## src/rtl/alu_pkg.sv

```systemverilog
`default_nettype none
// ============================================================================
// Module      : alu_pkg
// Description : Shared types for the ALU flag stage: condition codes, NZCV
//               flag layout and the buffered entry format.
// Revision    : 1.0 - initial release
// ============================================================================
package alu_pkg;

    localparam int c_DATA_W = 64;
    localparam int c_DEPTH  = 2;

    typedef enum logic [3:0] {
        COND_EQ = 4'd0,
        COND_NE = 4'd1,
        COND_HS = 4'd2,
        COND_LO = 4'd3,
        COND_MI = 4'd4,
        COND_PL = 4'd5,
        COND_VS = 4'd6,
        COND_VC = 4'd7,
        COND_HI = 4'd8,
        COND_LS = 4'd9,
        COND_GE = 4'd10,
        COND_LT = 4'd11,
        COND_GT = 4'd12,
        COND_LE = 4'd13,
        COND_AL = 4'd14,
        COND_NV = 4'd15
    } cond_t;

    typedef struct packed {
        logic n;
        logic z;
        logic c;
        logic v;
    } nzcv_t;

    // One buffered entry: 64-bit result plus its condition outcome.
    typedef struct packed {
        logic [c_DATA_W-1:0] result;
        logic                cond_true;
    } entry_t;

endpackage
`default_nettype wire

```

## src/rtl/cond_eval.sv

```systemverilog
`default_nettype none
// ============================================================================
// Module      : cond_eval
// Description : Combinational evaluation of a condition code against NZCV.
// Revision    : 1.0 - initial release
// ============================================================================
module cond_eval
    import alu_pkg::*;
(
    input  cond_t cond,
    input  nzcv_t nzcv,
    output logic  true
);

    always_comb begin
        true = 1'b0;
        case (cond)
            COND_EQ: true = nzcv.z;
            COND_NE: true = !nzcv.z;
            COND_HS: true = nzcv.c;
            COND_LO: true = !nzcv.c;
            COND_MI: true = nzcv.n;
            COND_PL: true = !nzcv.n;
            COND_VS: true = nzcv.v;
            COND_VC: true = !nzcv.v;
            COND_HI: true = nzcv.c && !nzcv.z;
            COND_LS: true = !(nzcv.c && !nzcv.z);
            COND_GE: true = (nzcv.n == nzcv.v);
            COND_LT: true = (nzcv.n != nzcv.v);
            COND_GT: true = !nzcv.z && (nzcv.n == nzcv.v);
            COND_LE: true = !(!nzcv.z && (nzcv.n == nzcv.v));
            // NV behaves as always-true, same as AL.
            default: true = 1'b1;
        endcase
    end

endmodule
`default_nettype wire

```

## src/rtl/alu_flag_stage.sv

```systemverilog
`default_nettype none
// ============================================================================
// Module      : alu_flag_stage
// Description : Two-entry result buffer that derives NZCV from the adder
//               output, maintains the flags register and evaluates conditions.
// Revision    : 1.0 - initial release
// ============================================================================
module alu_flag_stage
    import alu_pkg::*;
(
    input  logic                clk,
    input  logic                reset,
    input  logic                in_valid,
    output logic                in_ready,
    input  logic [c_DATA_W-1:0] sum,
    input  logic [c_DATA_W-1:0] carry,
    input  logic                set_flags,
    input  logic [3:0]          cond,
    output logic                out_valid,
    input  logic                out_ready,
    output logic [c_DATA_W-1:0] result,
    output logic                cond_true,
    output logic [3:0]          flags
);

    logic [1:0] r_count;
    logic       r_wr_ptr;
    logic       r_rd_ptr;
    entry_t     r_mem [c_DEPTH];
    nzcv_t      r_flags;

    logic       w_push;
    logic       w_pop;
    nzcv_t      w_cand;
    nzcv_t      w_eval_flags;
    logic       w_cond_true;

    assign in_ready  = (r_count < 2'(c_DEPTH));
    assign out_valid = (r_count != 2'd0);
    assign w_push    = in_valid && in_ready;
    assign w_pop     = out_valid && out_ready;

    always_comb begin
        w_cand.n = sum[c_DATA_W-1];
        w_cand.z = (sum == '0);
        w_cand.c = carry[c_DATA_W-1];
        w_cand.v = carry[c_DATA_W-1] ^ carry[c_DATA_W-2];
    end

    // A flag-setting op is judged on the flags it produces, not the old ones.
    assign w_eval_flags = set_flags ? w_cand : r_flags;

    cond_eval u_cond_eval (
        .cond (cond_t'(cond)),
        .nzcv (w_eval_flags),
        .true (w_cond_true)
    );

    always_ff @(posedge clk) begin
        if (reset) begin
            r_count  <= 2'd0;
            r_wr_ptr <= 1'b0;
            r_rd_ptr <= 1'b0;
            r_flags  <= '0;
            for (int i = 0; i < c_DEPTH; i++) begin
                r_mem[i] <= '0;
            end
        end else begin
            if (w_push) begin
                r_mem[r_wr_ptr] <= '{result: sum, cond_true: w_cond_true};
                r_wr_ptr        <= ~r_wr_ptr;
                if (set_flags) begin
                    r_flags <= w_cand;
                end
            end
            if (w_pop) begin
                r_rd_ptr <= ~r_rd_ptr;
            end
            r_count <= r_count + {1'b0, w_push} - {1'b0, w_pop};
        end
    end

    // Cleared storage makes the head read back as zero until the first entry.
    assign result    = r_mem[r_rd_ptr].result;
    assign cond_true = r_mem[r_rd_ptr].cond_true;
    assign flags     = r_flags;

endmodule
`default_nettype wire

```

## config.mk

```make
export PLATFORM = sky130hd
export DESIGN_NAME = alu_flag_stage
export DESIGN_NICKNAME = d
export VERILOG_FILES = /design/src/rtl/alu_pkg.sv /design/src/rtl/cond_eval.sv /design/src/rtl/alu_flag_stage.sv
export SDC_FILE = /design/constraint.sdc
export NUM_CORES = 1
export LEC_CHECK = 0
export BUFFER_PORTS_ARGS = -buffer_cell sky130_fd_sc_hd__buf_2
export CAP_MARGIN = 20
export CORE_MARGIN = 2
export CORE_UTILIZATION = 45
export CTS_BUF_LIST = sky130_fd_sc_hd__clkbuf_8
export CTS_CLUSTER_DIAMETER = 200
export DETAILED_ROUTE_END_ITERATION = 8
export GPL_ROUTABILITY_DRIVEN = 0
export HOLD_SLACK_MARGIN = 0.08
export PLACE_DENSITY = 0.81
export SLEW_MARGIN = 10
export SYNTH_ARGS = -nofsm -noshare
export SYNTH_HDL_FRONTEND = slang
export SYNTH_SLANG_ARGS = --single-unit
export TNS_END_PERCENT = 5
```

## constraint.sdc

```tcl
create_clock -name clk -period 5.1 [get_ports clk]
set_clock_uncertainty 0.15 [all_clocks]
set_input_delay 0.765 -clock clk [delete_from_list [all_inputs] [get_ports clk]]
set_output_delay 0.765 -clock clk [all_outputs]
set_load 0.02 [all_outputs]
```

==> flow_summary.toml <==
[clock_network]
cts.repair.resized = 0
postCtsSetupRepairBufs = 0
master_cell_of_the_clock_root_buffer = "sky130_fd_sc_hd__clkbuf_8"
cts.reportedPaths.clkPinSlew_ns = 0.07
clkLatencyLatePin_ns = 0.44
holdBufCountCts = 0
cts_inserted_buffers = 17
clock_sink_count = 139
ctsHtreeMaxLevel = 4
tritoncts = "yes"
clock_path_buffers = 2

[die]
floorplan.core_area_sq_mm = 0.01393
start_util_pct = 46.13
die_height_um = 123.5
core.rowCount = 43
floorplan.io_pins = 208
chipWidth_um = 123.5
dieArea_sq_mm = 0.01525

[yosys]
post_synth_fa_ha_maj_area_fraction_pct = 0.3893
post_synthesis_compound_gate_area_fraction_pct = 2.141
synth_cell_types = 48
synth_mux_area_share_pct = 12.69
synthesis.nets = 592
synth_top_family_by_area = "simple AND/OR/NAND/NOR gates"
synth_seq_area_share_pct = 63.54
synth-xor-area-share_pct = 1.168
synth_seq_cells = 139
syn_area_per_cell_sq_um = 14.19
syn-instance-count = 453
yosysWarningCount = 0
syn-cell-area_sq_mm = 0.006427
synth_simple_gate_area_share_pct = 18.18

[setup_path]
worstPathArrival_ns = 2.50
regToRegSetupSlack_ns = 1.91
end_kind = "output port"
worst-setup-path-type = "reg2out"
timing.critical_path.from_type = "register"
critical_path_required_ns = 4.18
worstRegToRegCells = 6
worst-path-max-fanout = 40

[flow_run]
maximum_capacitance_violations = 0

[timing]
maxClockFrequency_mhz = 293.1
setup_total_negative_slack_ns = 0
worst_slew_margin_rel_pct = 32.88
finalCriticalPeriod_ns = 3.412
worstMarginPinSlew_ns = 1.007
hold_slack_ns = 0.3751
drv_slew = 0
layout_setup_ws_ns = 1.688
setup_viol = 0
fin_crit_sh_pct = 66.89
hold_vio_cnt_final = 0
rsz0062_at_grt = "false"

[place]
place.detailed.instances = 761
io_port_bufs = 145
dp_hpwl_um = 9232
place_worst_setup_slack_ns = 1.378

[routing]
postRouteWirelength_um = 13680
detailedRoute.firstPassIterationCount = 4
routed_via_density = 5.203
post-route-drc-count = 0
route.vias.total = 4126
wl_per_cell_um = 17.25
ant_nets = 0
dr.first_iter.drc_count = 223

[power_and_ir_drop]
power.switching_uw = 1086
internal-power_uw = 2205
power_frac_seq_pct = 47.1
power_uw = 3291
power.share.clock_pct = 22.4
cellLeakagePower_uw = 0.003226
cellPowerDensity_mw_per_mm2 = 428.5
power.switching_fraction_pct = 33.01
combinationalPowerShare_pct = 30.4
max-vdd-ir-drop_mv = 0.2592

[finish]
fin_nets = 739
area_delta_synth_final_pct = 19.49
number_of_standard_cells_in_the_final_layout_excluding_fillers = 793
insertedDiodeCount = 0
drive_gt1_share_pct = 43.07

[global_route]
grt_antenna_before_repair = 0
grt_first_pass_wirelength_um = 20710
grt_usage_pct = 18.25
largest_net_degree_at_the_start_of_global_routing = 67
first_global_vias = 4182
grt_overflow_total = 0

[worst_hold_path]
worst_hold_path_type = "reg2reg"
hold_depth = 2

[outcome]
status = "complete, no violations"
[through the flow]
stage,utilization [%],area (sq um)
2_1_floorplan,-,6427
3_3_place_gp,52.81,7358
3_5_place_dp,52.81,7358
4_1_cts,55.11,7680
5_1_grt,55.11,7680
6_report,55.11,7680
[synthesized netlist by cell type, drive strengths merged]
cell type  number  area (sq um)
nand2           3         11.26
and3            1         6.260
mux2i           6         72.57
o21bai          2         15.01
o211ai          1         7.510
inv             7         26.27
and2          129         809.5
o21ai           2         10.01
clkbuf         23         90.09
a311oi          1         15.01
a31oi           3         18.77
o2bb2ai         1         8.760
ha              2         25.02
or3             1         6.260
dfxtp           9         180.2
xor2            1         8.760
nor4           14         102.6
a21oi           2         10.01
mux2           66         743.2
nor2b           4         35.03
or2             2         12.51
nand3           7         35.03
a32oi           1         8.760
a22oi           2         15.01
xnor3           1         22.52
a21o            1         7.510
and3b           1         8.760
nor4b           2         17.52
nand2b          1         6.260
buf             1         5.000
nor3            3         26.28
nor2           11         41.29
xnor2           5         43.79
nor3b           1         7.510
a211oi          1         12.51
a2bb2oi         1         8.760
or4             1         11.26
nand4           3         31.28
edfxtp        130          3904
[state kept, by name (all words and copies together) (netlist names), named ones only]
register  flops
flags         4
r_mem       130
r_wr_ptr      1
r_count       2
r_rd_ptr      1
[cells by family (layout without fill, tap and decap cells)]
| family | Yosys count | in the layout |
|---|---|---|
| AOI/OAI and AO/OA | 18 | 18 |
| xor gates and xnor gates | 7 | 7 |
| adders and majority gates | 2 | 2 |
| buffers and inverters | 31 | 191 |
| DFF | 139 | 139 |
| muxes | 72 | 72 |
| and+or+nand+nor | 184 | 184 |
[power groups by stage]
stage	Clock [uW]	Combinational (uW)	Sequential [uW]
final	738	1000	1550
after global placement	0	994	1570
after floorplan	0	720	1520
after global routing	803	1080	1570
after detailed placement	0	1010	1580
after CTS	752	1020	1560
[critical path: stages, from the launching register on]
cell	delay, ns
sky130_fd_sc_hd__dfxtp_2	1.00
sky130_fd_sc_hd__buf_4	0.47
sky130_fd_sc_hd__mux2_2	0.39
sky130_fd_sc_hd__buf_2	0.16
[per-layer routing]
layer	vias to the layer above	wire length (um)	global-route usage (%)
li1	1936	-	-
met1	2034	5672	21.37
met2	132	6925	30.77
met3	24	777	5.950
met4	0	304	7.741
met5	-	0	0
[path summary, 6_finish.rpt]
check,from,endpoint
setup / recovery,register,result[52]
hold / removal,r_rd_ptr,register
setup reg to reg,r_count[1],r_mem[1][52]
hold reg to reg,r_rd_ptr,register
[cell usage in the layout, fill, tap and decap left out, drive strengths merged, types with 3 or more instances in the layout]
| cell | netlist | routed |
|---|---|---|
| a31oi | 3 | 3 |
| nand4 | 3 | 3 |
| nand2 | 3 | 3 |
| edfxtp | 130 | 130 |
| nor2b | 4 | 4 |
| mux2 | 66 | 66 |
| xnor2 | 5 | 5 |
| clkinv | 0 | 8 |
| nor3 | 3 | 3 |
| dfxtp | 9 | 9 |
| nor4 | 14 | 14 |
| clkinvlp | 0 | 3 |
| and2 | 129 | 129 |
| clkbuf | 23 | 17 |
| inv | 7 | 11 |
| nor2 | 11 | 11 |
| mux2i | 6 | 6 |
| nand3 | 7 | 7 |
| buf | 1 | 152 |
[final cells by class]
type / count / area [sq um]
inverters: 7 / 26.28
clock inverters: 15 / 87.58
flip-flops and latches: 139 / 4085
fillers: 1143 / 6255
clock buffers: 17 / 234.0
multi-input cells: 283 / 2243
well taps: 180 / 225.2
repair buffers: 152 / 778.2
No activity file was read; power rests on OpenSTA's default activity.
